`src/rtl/green_house_ctrl.sv`:
```
// Greenhouse controller: averaged temperature with hysteresis climate control, pH dosing FSM, door FSM.
// Optional door motion timeout / FAULT state enabled by defining DOOR_TIMEOUT_EN.
module green_house_ctrl #(
  parameter int N_TEMP     = 4,
  parameter int W          = 16,
  parameter int TEMP_LO    = 20,
  parameter int TEMP_HI    = 30,
  parameter int HYST       = 2,
  parameter int LIGHT_MIN  = 300,
  parameter int HUM_MIN    = 40,
  parameter int PH_LO      = 55,
  parameter int PH_HI      = 65,
  parameter int DOSE_CYC   = 10,
  parameter int SETTLE_CYC = 100,
  parameter int DOOR_HOLD  = 50,
  parameter int DOOR_TMO   = 200
) (
  input  logic                  clk,
  input  logic                  rst_n,
  input  logic                  sampleEn,
  input  logic [N_TEMP*W-1:0]   tempSen,
  input  logic [W-1:0]          phSen,
  input  logic [W-1:0]          lightSen,
  input  logic [W-1:0]          humiditySen,
  input  logic                  doorPIRIn,
  input  logic                  doorPIROut,
  input  logic                  doorOpenMax,
  input  logic                  doorCloseMax,
  output logic                  heater,
  output logic                  ventilator,
  output logic                  light,
  output logic                  humidityGenerator,
  output logic                  addAlkali,
  output logic                  addAcidic,
  output logic                  doorOpen,
  output logic                  doorClose,
  output logic                  doorFault,
  output logic [W-1:0]          temp
);

  localparam int LG     = $clog2(N_TEMP);
  localparam int SW     = W + LG;
  localparam int PH_MAX = (DOSE_CYC > SETTLE_CYC) ? DOSE_CYC : SETTLE_CYC;
  localparam int PCW    = $clog2(PH_MAX + 1);
  localparam int HCW    = $clog2(DOOR_HOLD + 1);

  localparam logic [W-1:0] T_LO     = W'(TEMP_LO);
  localparam logic [W-1:0] T_LO_OFF = W'(TEMP_LO + HYST);
  localparam logic [W-1:0] T_HI     = W'(TEMP_HI);
  localparam logic [W-1:0] T_HI_OFF = W'(TEMP_HI - HYST);
  localparam logic [W-1:0] L_MIN    = W'(LIGHT_MIN);
  localparam logic [W-1:0] H_MIN    = W'(HUM_MIN);
  localparam logic [W-1:0] P_LO     = W'(PH_LO);
  localparam logic [W-1:0] P_HI     = W'(PH_HI);

  // ---------------------------------------------------------------- sampling
  logic [W-1:0]  ph_q, light_q, hum_q;
  logic          sample_q;
  logic [SW-1:0] sum;

  always_comb begin
    sum = '0;
    for (int unsigned k = 0; k < N_TEMP; k++)
      sum = sum + SW'(tempSen[k*W +: W]);
  end

  always_ff @(posedge clk or negedge rst_n) begin
    if (!rst_n) begin
      sample_q <= 1'b0;
      temp     <= '0;
      ph_q     <= '0;
      light_q  <= '0;
      hum_q    <= '0;
    end else begin
      sample_q <= sampleEn;
      if (sampleEn) begin
        temp    <= sum[LG +: W];
        ph_q    <= phSen;
        light_q <= lightSen;
        hum_q   <= humiditySen;
      end
    end
  end

  // ---------------------------------------------------------------- climate
  always_ff @(posedge clk or negedge rst_n) begin
    if (!rst_n) begin
      heater            <= 1'b0;
      ventilator        <= 1'b0;
      light             <= 1'b0;
      humidityGenerator <= 1'b0;
    end else if (sample_q) begin
      if (temp < T_LO)
        heater <= 1'b1;
      else if (temp >= T_LO_OFF)
        heater <= 1'b0;
      if (temp > T_HI)
        ventilator <= 1'b1;
      else if (temp <= T_HI_OFF)
        ventilator <= 1'b0;
      light             <= (light_q < L_MIN);
      humidityGenerator <= (hum_q < H_MIN);
    end
  end

  // ---------------------------------------------------------------- pH FSM
  typedef enum logic [1:0] {IDLE, DOSE, SETTLE} ph_state_t;

  ph_state_t      ph_state, ph_next;
  logic [PCW-1:0] ph_cnt, ph_cnt_next;
  logic           alk_q, alk_next;

  always_ff @(posedge clk or negedge rst_n) begin
    if (!rst_n) begin
      ph_state <= IDLE;
      ph_cnt   <= '0;
      alk_q    <= 1'b0;
    end else begin
      ph_state <= ph_next;
      ph_cnt   <= ph_cnt_next;
      alk_q    <= alk_next;
    end
  end

  // Decision uses the registered sample, so dosing starts one edge after the sample is captured.
  always_comb begin
    ph_next     = ph_state;
    ph_cnt_next = ph_cnt;
    alk_next    = alk_q;
    case (ph_state)
      IDLE: begin
        if (sample_q && (ph_q < P_LO)) begin
          ph_next     = DOSE;
          ph_cnt_next = PCW'(DOSE_CYC - 1);
          alk_next    = 1'b1;
        end else if (sample_q && (ph_q > P_HI)) begin
          ph_next     = DOSE;
          ph_cnt_next = PCW'(DOSE_CYC - 1);
          alk_next    = 1'b0;
        end
      end
      DOSE: begin
        if (ph_cnt == '0) begin
          ph_next     = SETTLE;
          ph_cnt_next = PCW'(SETTLE_CYC - 1);
        end else begin
          ph_cnt_next = ph_cnt - PCW'(1);
        end
      end
      SETTLE: begin
        if (ph_cnt == '0)
          ph_next = IDLE;
        else
          ph_cnt_next = ph_cnt - PCW'(1);
      end
      default: ph_next = IDLE;
    endcase
  end

  assign addAlkali = (ph_state == DOSE) &&  alk_q;
  assign addAcidic = (ph_state == DOSE) && !alk_q;

  // ---------------------------------------------------------------- door FSM
  typedef enum logic [2:0] {
    CLOSED, OPENING, OPEN, CLOSING
`ifdef DOOR_TIMEOUT_EN
    , FAULT
`endif
  } door_state_t;

  door_state_t    door_state, door_next;
  logic [HCW-1:0] hold_cnt, hold_next;
  logic           pir;

  assign pir = doorPIRIn | doorPIROut;

`ifdef DOOR_TIMEOUT_EN
  localparam int TCW = $clog2(DOOR_TMO + 1);
  logic [TCW-1:0] tmo_cnt;
  logic           tmo_hit;

  assign tmo_hit = (tmo_cnt == TCW'(DOOR_TMO - 1));

  // Counts cycles spent in the current motion state; any state change restarts it.
  always_ff @(posedge clk or negedge rst_n) begin
    if (!rst_n)
      tmo_cnt <= '0;
    else if ((door_next != door_state) || !((door_state == OPENING) || (door_state == CLOSING)))
      tmo_cnt <= '0;
    else
      tmo_cnt <= tmo_cnt + TCW'(1);
  end
`else
  logic [31:0] unused_tmo;
  assign unused_tmo = 32'(DOOR_TMO);
  assign doorFault  = 1'b0;
`endif

  always_ff @(posedge clk or negedge rst_n) begin
    if (!rst_n) begin
      door_state <= CLOSED;
      hold_cnt   <= '0;
    end else begin
      door_state <= door_next;
      hold_cnt   <= hold_next;
    end
  end

  always_comb begin
    door_next = door_state;
    hold_next = hold_cnt;
    doorOpen  = 1'b0;
    doorClose = 1'b0;
`ifdef DOOR_TIMEOUT_EN
    doorFault = 1'b0;
`endif
    case (door_state)
      CLOSED: begin
        if (pir)
          door_next = OPENING;
      end
      OPENING: begin
        doorOpen = 1'b1;
        if (doorOpenMax) begin
          door_next = OPEN;
          hold_next = HCW'(DOOR_HOLD - 1);
        end
`ifdef DOOR_TIMEOUT_EN
        else if (tmo_hit)
          door_next = FAULT;
`endif
      end
      OPEN: begin
        if (pir)
          hold_next = HCW'(DOOR_HOLD - 1);
        else if (hold_cnt == '0)
          door_next = CLOSING;
        else
          hold_next = hold_cnt - HCW'(1);
      end
      CLOSING: begin
        doorClose = 1'b1;
        if (pir)
          door_next = OPENING;
        else if (doorCloseMax)
          door_next = CLOSED;
`ifdef DOOR_TIMEOUT_EN
        else if (tmo_hit)
          door_next = FAULT;
`endif
      end
`ifdef DOOR_TIMEOUT_EN
      FAULT: begin
        doorFault = 1'b1;
      end
`endif
      default: door_next = CLOSED;
    endcase
  end

endmodule

```
`config.mk`:
```
export PLATFORM = sky130hd
export DESIGN_NAME = green_house_ctrl
export DESIGN_NICKNAME = d
export VERILOG_FILES = /design/src/rtl/green_house_ctrl.sv
export SDC_FILE = /design/constraint.sdc
export NUM_CORES = 1
export LEC_CHECK = 0
export BUFFER_PORTS_ARGS = -buffer_cell sky130_fd_sc_hd__buf_2
export CAP_MARGIN = 20
export CORE_MARGIN = 2
export CORE_UTILIZATION = 35
export DETAILED_ROUTE_END_ITERATION = 7
export PLACE_DENSITY = 0.61
export SYNTH_ARGS = -nofsm -noshare
export SYNTH_HDL_FRONTEND = slang
export SYNTH_SLANG_ARGS = --single-unit
```
`constraint.sdc`:
```
create_clock -name clk -period 2.8 [get_ports clk]
set_clock_uncertainty 0.05 [all_clocks]
set_input_delay 0.56 -clock clk [delete_from_list [all_inputs] [get_ports clk]]
set_output_delay 0.56 -clock clk [all_outputs]
set_load 0.02 [all_outputs]
```
Word level (Yosys, flattened, before mapping)
Cells that the tools add are included.
{"block": "word_totals", "input_bits": 119, "regBits": 88}
{"block": "classes", "n_eq_ne": 15, "n_reduce_logical": 21, "n_mux": 29, "bitwise_logic": 1, "order_cmp": 8, "addsub": 5}
{"operator": "< comparator 16 x 6 -> 1 bit, second input constant", "count": 2}
{"operator": "two-way mux 7 bit", "count": 4}
{"operator": "one-hot mux 7 bit (3 select lines)", "count": 1}
{"operator": "adder 17 x 16 -> 18 bit", "count": 1}
{"operator": "adder 18 x 16 -> 18 bit", "count": 1}
{"operator": "two-way mux 3 bit", "count": 6}
{"operator": "two-way mux 6 bit", "count": 3}
{"operator": "adder 16 x 16 -> 17 bit", "count": 1}
{"operator": ">= comparator 16 x 5 -> 1 bit, second input constant", "count": 1}
{"operator": "greater-than comparator 16 x 5 -> 1 bit, second input constant", "count": 1}
{"operator": "greater-than comparator 16 x 7 -> 1 bit, second input constant", "count": 1}
{"operator": "less-or-equal comparator 16 x 5 -> 1 bit, second input constant", "count": 1}
{"operator": "< comparator 16 x 5 -> 1 bit, second input constant", "count": 1}
{"operator": "< comparator 16 x 9 -> 1 bit, second input constant", "count": 1}
{"operator": "!= test 2 bit, second input constant", "count": 7}
{"operator": "one-hot mux 3 bit (4 select lines)", "count": 1}
{"operator": "one-hot mux 6 bit (2 select lines)", "count": 1}
{"operator": "!= test 3 bit, second input constant", "count": 3}
{"operator": "AND reduction 3 bit", "count": 3}
{"operator": "two-way mux 1 bit", "count": 8}
{"operator": "two-way mux 2 bit", "count": 4}
{"operator": "nonzero test 2 bit", "count": 4}
{"operator": "zero test 7 bit", "count": 1}
{"operator": "subtractor 7 x 1 -> 7 bit, second input constant", "count": 1}
{"operator": "15 further kinds", "count": 21}

Logic depth before layout (Yosys ltp)
{"block": "logic_depth", "word_depth": 5, "ltp_mapped": 13, "ltp_nobuf": 13}

Worst setup path after synthesis
OpenSTA, ideal clock, no wires.
{"block": "synth_timing", "path_type": "input-to-reg", "from": "in tempSen[1]", "to": "reg temp[11]", "setup_ps": 125, "n_path_buf": 0, "t_arrival_ps": 3390, "slack_ps": -765, "stages": 13, "cell_sequence": "inv_1 > fa_1 > inv_1 > fa_1 > nand2_1 > nor2_1 > fa_1 > a21o_1 > a221oi_2 > o31ai_2 > a31oi_1 > xnor2_1 > mux2_2"}
{"block": "synth_via", "elab_chain_len": 3}
{"item": "start, declared", "line": "21", "source": "input logic [N_TEMP*W-1:0] tempSen,"}
{"item": "adder 16 x 16 -> 17 bit", "line": "64", "source": "sum = sum + SW'(tempSen[k*W +: W]);"}
{"item": "adder 17 x 16 -> 18 bit", "line": "64"}
{"item": "adder 18 x 16 -> 18 bit", "line": "64"}
{"item": "end signal, assigned", "line": "77", "source": "temp <= sum[LG +: W];"}
{"item": "end, declared", "line": "38", "source": "output logic [W-1:0] temp"}
Every way passes these cells.
A chain may end at the register's enable or synchronous reset.

Worst setup path in the final report
Ends and elaborated chain as after synthesis.

==> results.yml <==
critical_path:
  cp-start-kind: "input port"
  cp_cell_sequence: "buf_8 > inv_8 > fa_1 > inv_1 > fa_2 > nand2_2 > nor2_2 > fa_2 > a21o_1 > a221oi_2 > buf_4 > o31ai_4 > a31oi_2 > xnor2_1 > mux2_4"
  cp_slowest_stage_delay_ns: 0.52
  worstSetupEndpointType: "register"
  critPathLaunch: "tempSen[1]"
  crit_arrival_ns: 3.35
  worstPathMaxFanout: 3
  cpMostUsedCell: "fa_2"
  path_class: "input port to register"
  r2r_setup_slack_ns: 0.51
  cp_top_family: "adder cells"
  timing.critical_path.buf_inv: 4
  worst-endpoint-required_ns: 2.97
  cpMaxStageDelayCell: "fa_1"
  r2r_start: "ph_cnt[0]"
clock_network:
  cts_tree: "built"
  cts_buffer_depth: 2
  ctsHoldBuffers: 0
  clk_latency_ns: 0.33
  h-tree-depth: 3
  clkSinkCount: 82
  cts.reportedPaths.clkPinSlew_ns: 0.06
  numCtsBuffers: 9
  clock-root-buffer: "clkbuf_16"
grt:
  grt_max_degree: 65
  track_usage_pct: 15.0
  grt_pass1_wl_mm: 20.0
  antenna_found_initial: 0
  grt_remaining_overflow: 0
  grt_pass1_vias: 4447
sta:
  clock.fmax_ghz: 0.314
  relSlewSlack_pct: 58.8
  final_max_slew_viol_count: 0
  tightest_slew_ns: 0.611
  hold_viol: 0
  rsz0062_at_grt: "true"
  finalSetupTns_ns: -3.43
  setup_viol: 12
  setup_ws_ns: -0.380
  period_share_pct: 114
  fin_crit_ns: 3.18
power:
  p_leak_uw: 0.00360
  peakVddDrop_v: 0.000337
  p_total_uw: 5800
  power_density_nw_per_um2: 809
final_layout:
  diodes: 0
  area_growth_pct: 33.1
  layout-drive-gt1-share_pct: 41.5
  nets: 879
  final_cells: 896
  final_core_util_pct: 47.3
  n_fill_cell: 1410
detailed_routing:
  routed_wl_mm: 11.6
  drcViolationCount: 0
  vias_per_cell: 4.81
  wl_per_cell_um: 12.9
  firstDrtPassIters: 4
  vias: 4312
  drt_iter0_markers: 181
  ant_nets: 0
run_status:
  status: "finished with violations"
  violations: "negative setup slack"
worst_hold_path:
  worstHoldPathType: "input port to asynchronous set/reset pin"
floorplan:
  die_x_um: 128
  pin_count: 144
  dieArea_um2: 16400
  coreArea_um2: 15100
  row_count: 45
  die_y_um: 128
  start_util_pct: 35.6
yosys:
  synth_seq_area_share_pct: 38.1
  ys_ff_latch: 82
  synth_enable_flop_cells: 0
  async_flop_share_pct: 100
  synth.avg_cell_area_um2: 10.3
  synth_fp_nets: 699
  yosysWarnings: 0
  yosys_most_used_dff: "dfrtp_1"
  ys_types: 59
  synthesis.area_um2: 5390
  syn-instance-count: 523
place:
  hpwl_mm: 9.09
  portBuffers: 137
  dp.cells: 875
  gp_congestion: 0.837
flow_run:
  cap_violations: 0
[logic make-up (layout without fill, tap and decap cells)]
kind of cell	Yosys count	in the layout	synth area share (%)
adder cells (fa/ha/maj)	57	57	17.7
AND/OR/NAND/NOR	93	93	9.06
other	1	1	0.0696
AO/OA/AOI/OAI	102	102	12.5
buffers and inverters	116	301	8.15
multiplexers	58	58	12.1
flip-flops	82	82	38.1
XOR/XNOR	14	14	2.28
[layout by cell type (no fill, tap or decap), types with 7 or more instances in the layout]
master	count
nor2_1	22
ha_1	19
mux2_4	10
nor4_1	7
inv_1	101
a21o_1	8
buf_2	133
a21oi_1	27
xnor2_1	8
fa_1	30
buf_4	38
mux2_2	48
nor3_1	10
o21ai_0	23
nand2_1	19
dfrtp_1	82
clkbuf_16	9
[where the power goes]
part	leakage, µW	switching, µW	internal [µW]
sequential	0.000973	243	1450
combinational	0.00249	1460	1460
clock	0.000134	493	695
[layer usage]
layer  wire length [µm]  global-route usage (%)
met1               4990                    18.2
met2               5930                    27.3
met3                521                    2.75
met4                151                    4.27
met5                  0                       0
[final timing paths]
| path | to | cells after the start |
|---|---|---|
| max | temp[11] | 15 |
| min | ph_q[4] | 1 |
| max reg2reg | ph_cnt[2] | 8 |
| min reg2reg | hold_cnt[5] | 1 |
| max in group asynchronous | hum_q[3] | 2 |
| min in group clk | light_q[14] | 2 |
[per-stage QoR]
step	hold WS, ns	instance area [µm²]	worst slack, ns
after floorplan	0.214	5460	-0.567
after global placement	0.421	6640	-0.862
after detailed placement	0.423	6640	-0.947
after CTS	0.152	7140	-0.369
after global routing	0.175	7170	-0.538
final	0.139	7170	-0.380
[cell type report]
cell class / count / area [µm²] / area share (%)
clock buffers: 9 / 225 / 3.14
clock inverters: 7 / 77.6 / 1.08
inverters: 106 / 415 / 5.79
multi-input cells: 325 / 3100 / 43.3
flip-flops and latches: 82 / 2050 / 28.6
well taps: 188 / 235 / 3.28
repair buffers: 179 / 1060 / 14.8
[sequential cells by signal, indices dropped and copies added (netlist names), 2 cells and up]
register / count
temp: 16
light_q: 14
door_state: 2
ph_state: 2
ph_cnt: 7
ph_q: 16
hum_q: 13
hold_cnt: 6
[cell usage after synthesis (all sizes together), types with 2 or more instances]
master / n / area, µm²
inv: 106 / 398
nor2b: 4 / 25.0
or3: 4 / 30.0
o22a: 3 / 26.3
or4: 2 / 15.0
nand2: 20 / 75.1
xnor2: 10 / 87.6
buf: 3 / 15.0
o31ai: 4 / 35.0
a32o: 3 / 30.0
nand3: 5 / 25.0
nand2b: 2 / 12.5
o21bai: 2 / 15.0
a21oi: 31 / 170
nor3: 11 / 60.1
xor2: 4 / 35.0
ha: 25 / 313
o21ai: 26 / 134
clkbuf: 7 / 26.3
nand4: 2 / 12.5
o22ai: 2 / 12.5
a31oi: 6 / 37.5
a21o: 9 / 75.1
mux2: 58 / 653
o211ai: 2 / 15.0
nor4: 7 / 43.8
fa: 32 / 641
o21a: 4 / 30.0
dfrtp: 82 / 2050
a22oi: 2 / 15.0
nor2: 24 / 92.6
and3: 3 / 18.8
a31o: 2 / 17.5
a22o: 2 / 17.5
[timing repair]
| action | CTS | global route |
|---|---|---|
| cloned | 0 | 0 |
| setup buffers | 5 | 1 |
| pin swaps | 24 | 3 |
| gates resized for setup | 31 | 6 |
| endpoints found under the setup margin | 12 | 13 |
Power figures use the tool's default switching activity.
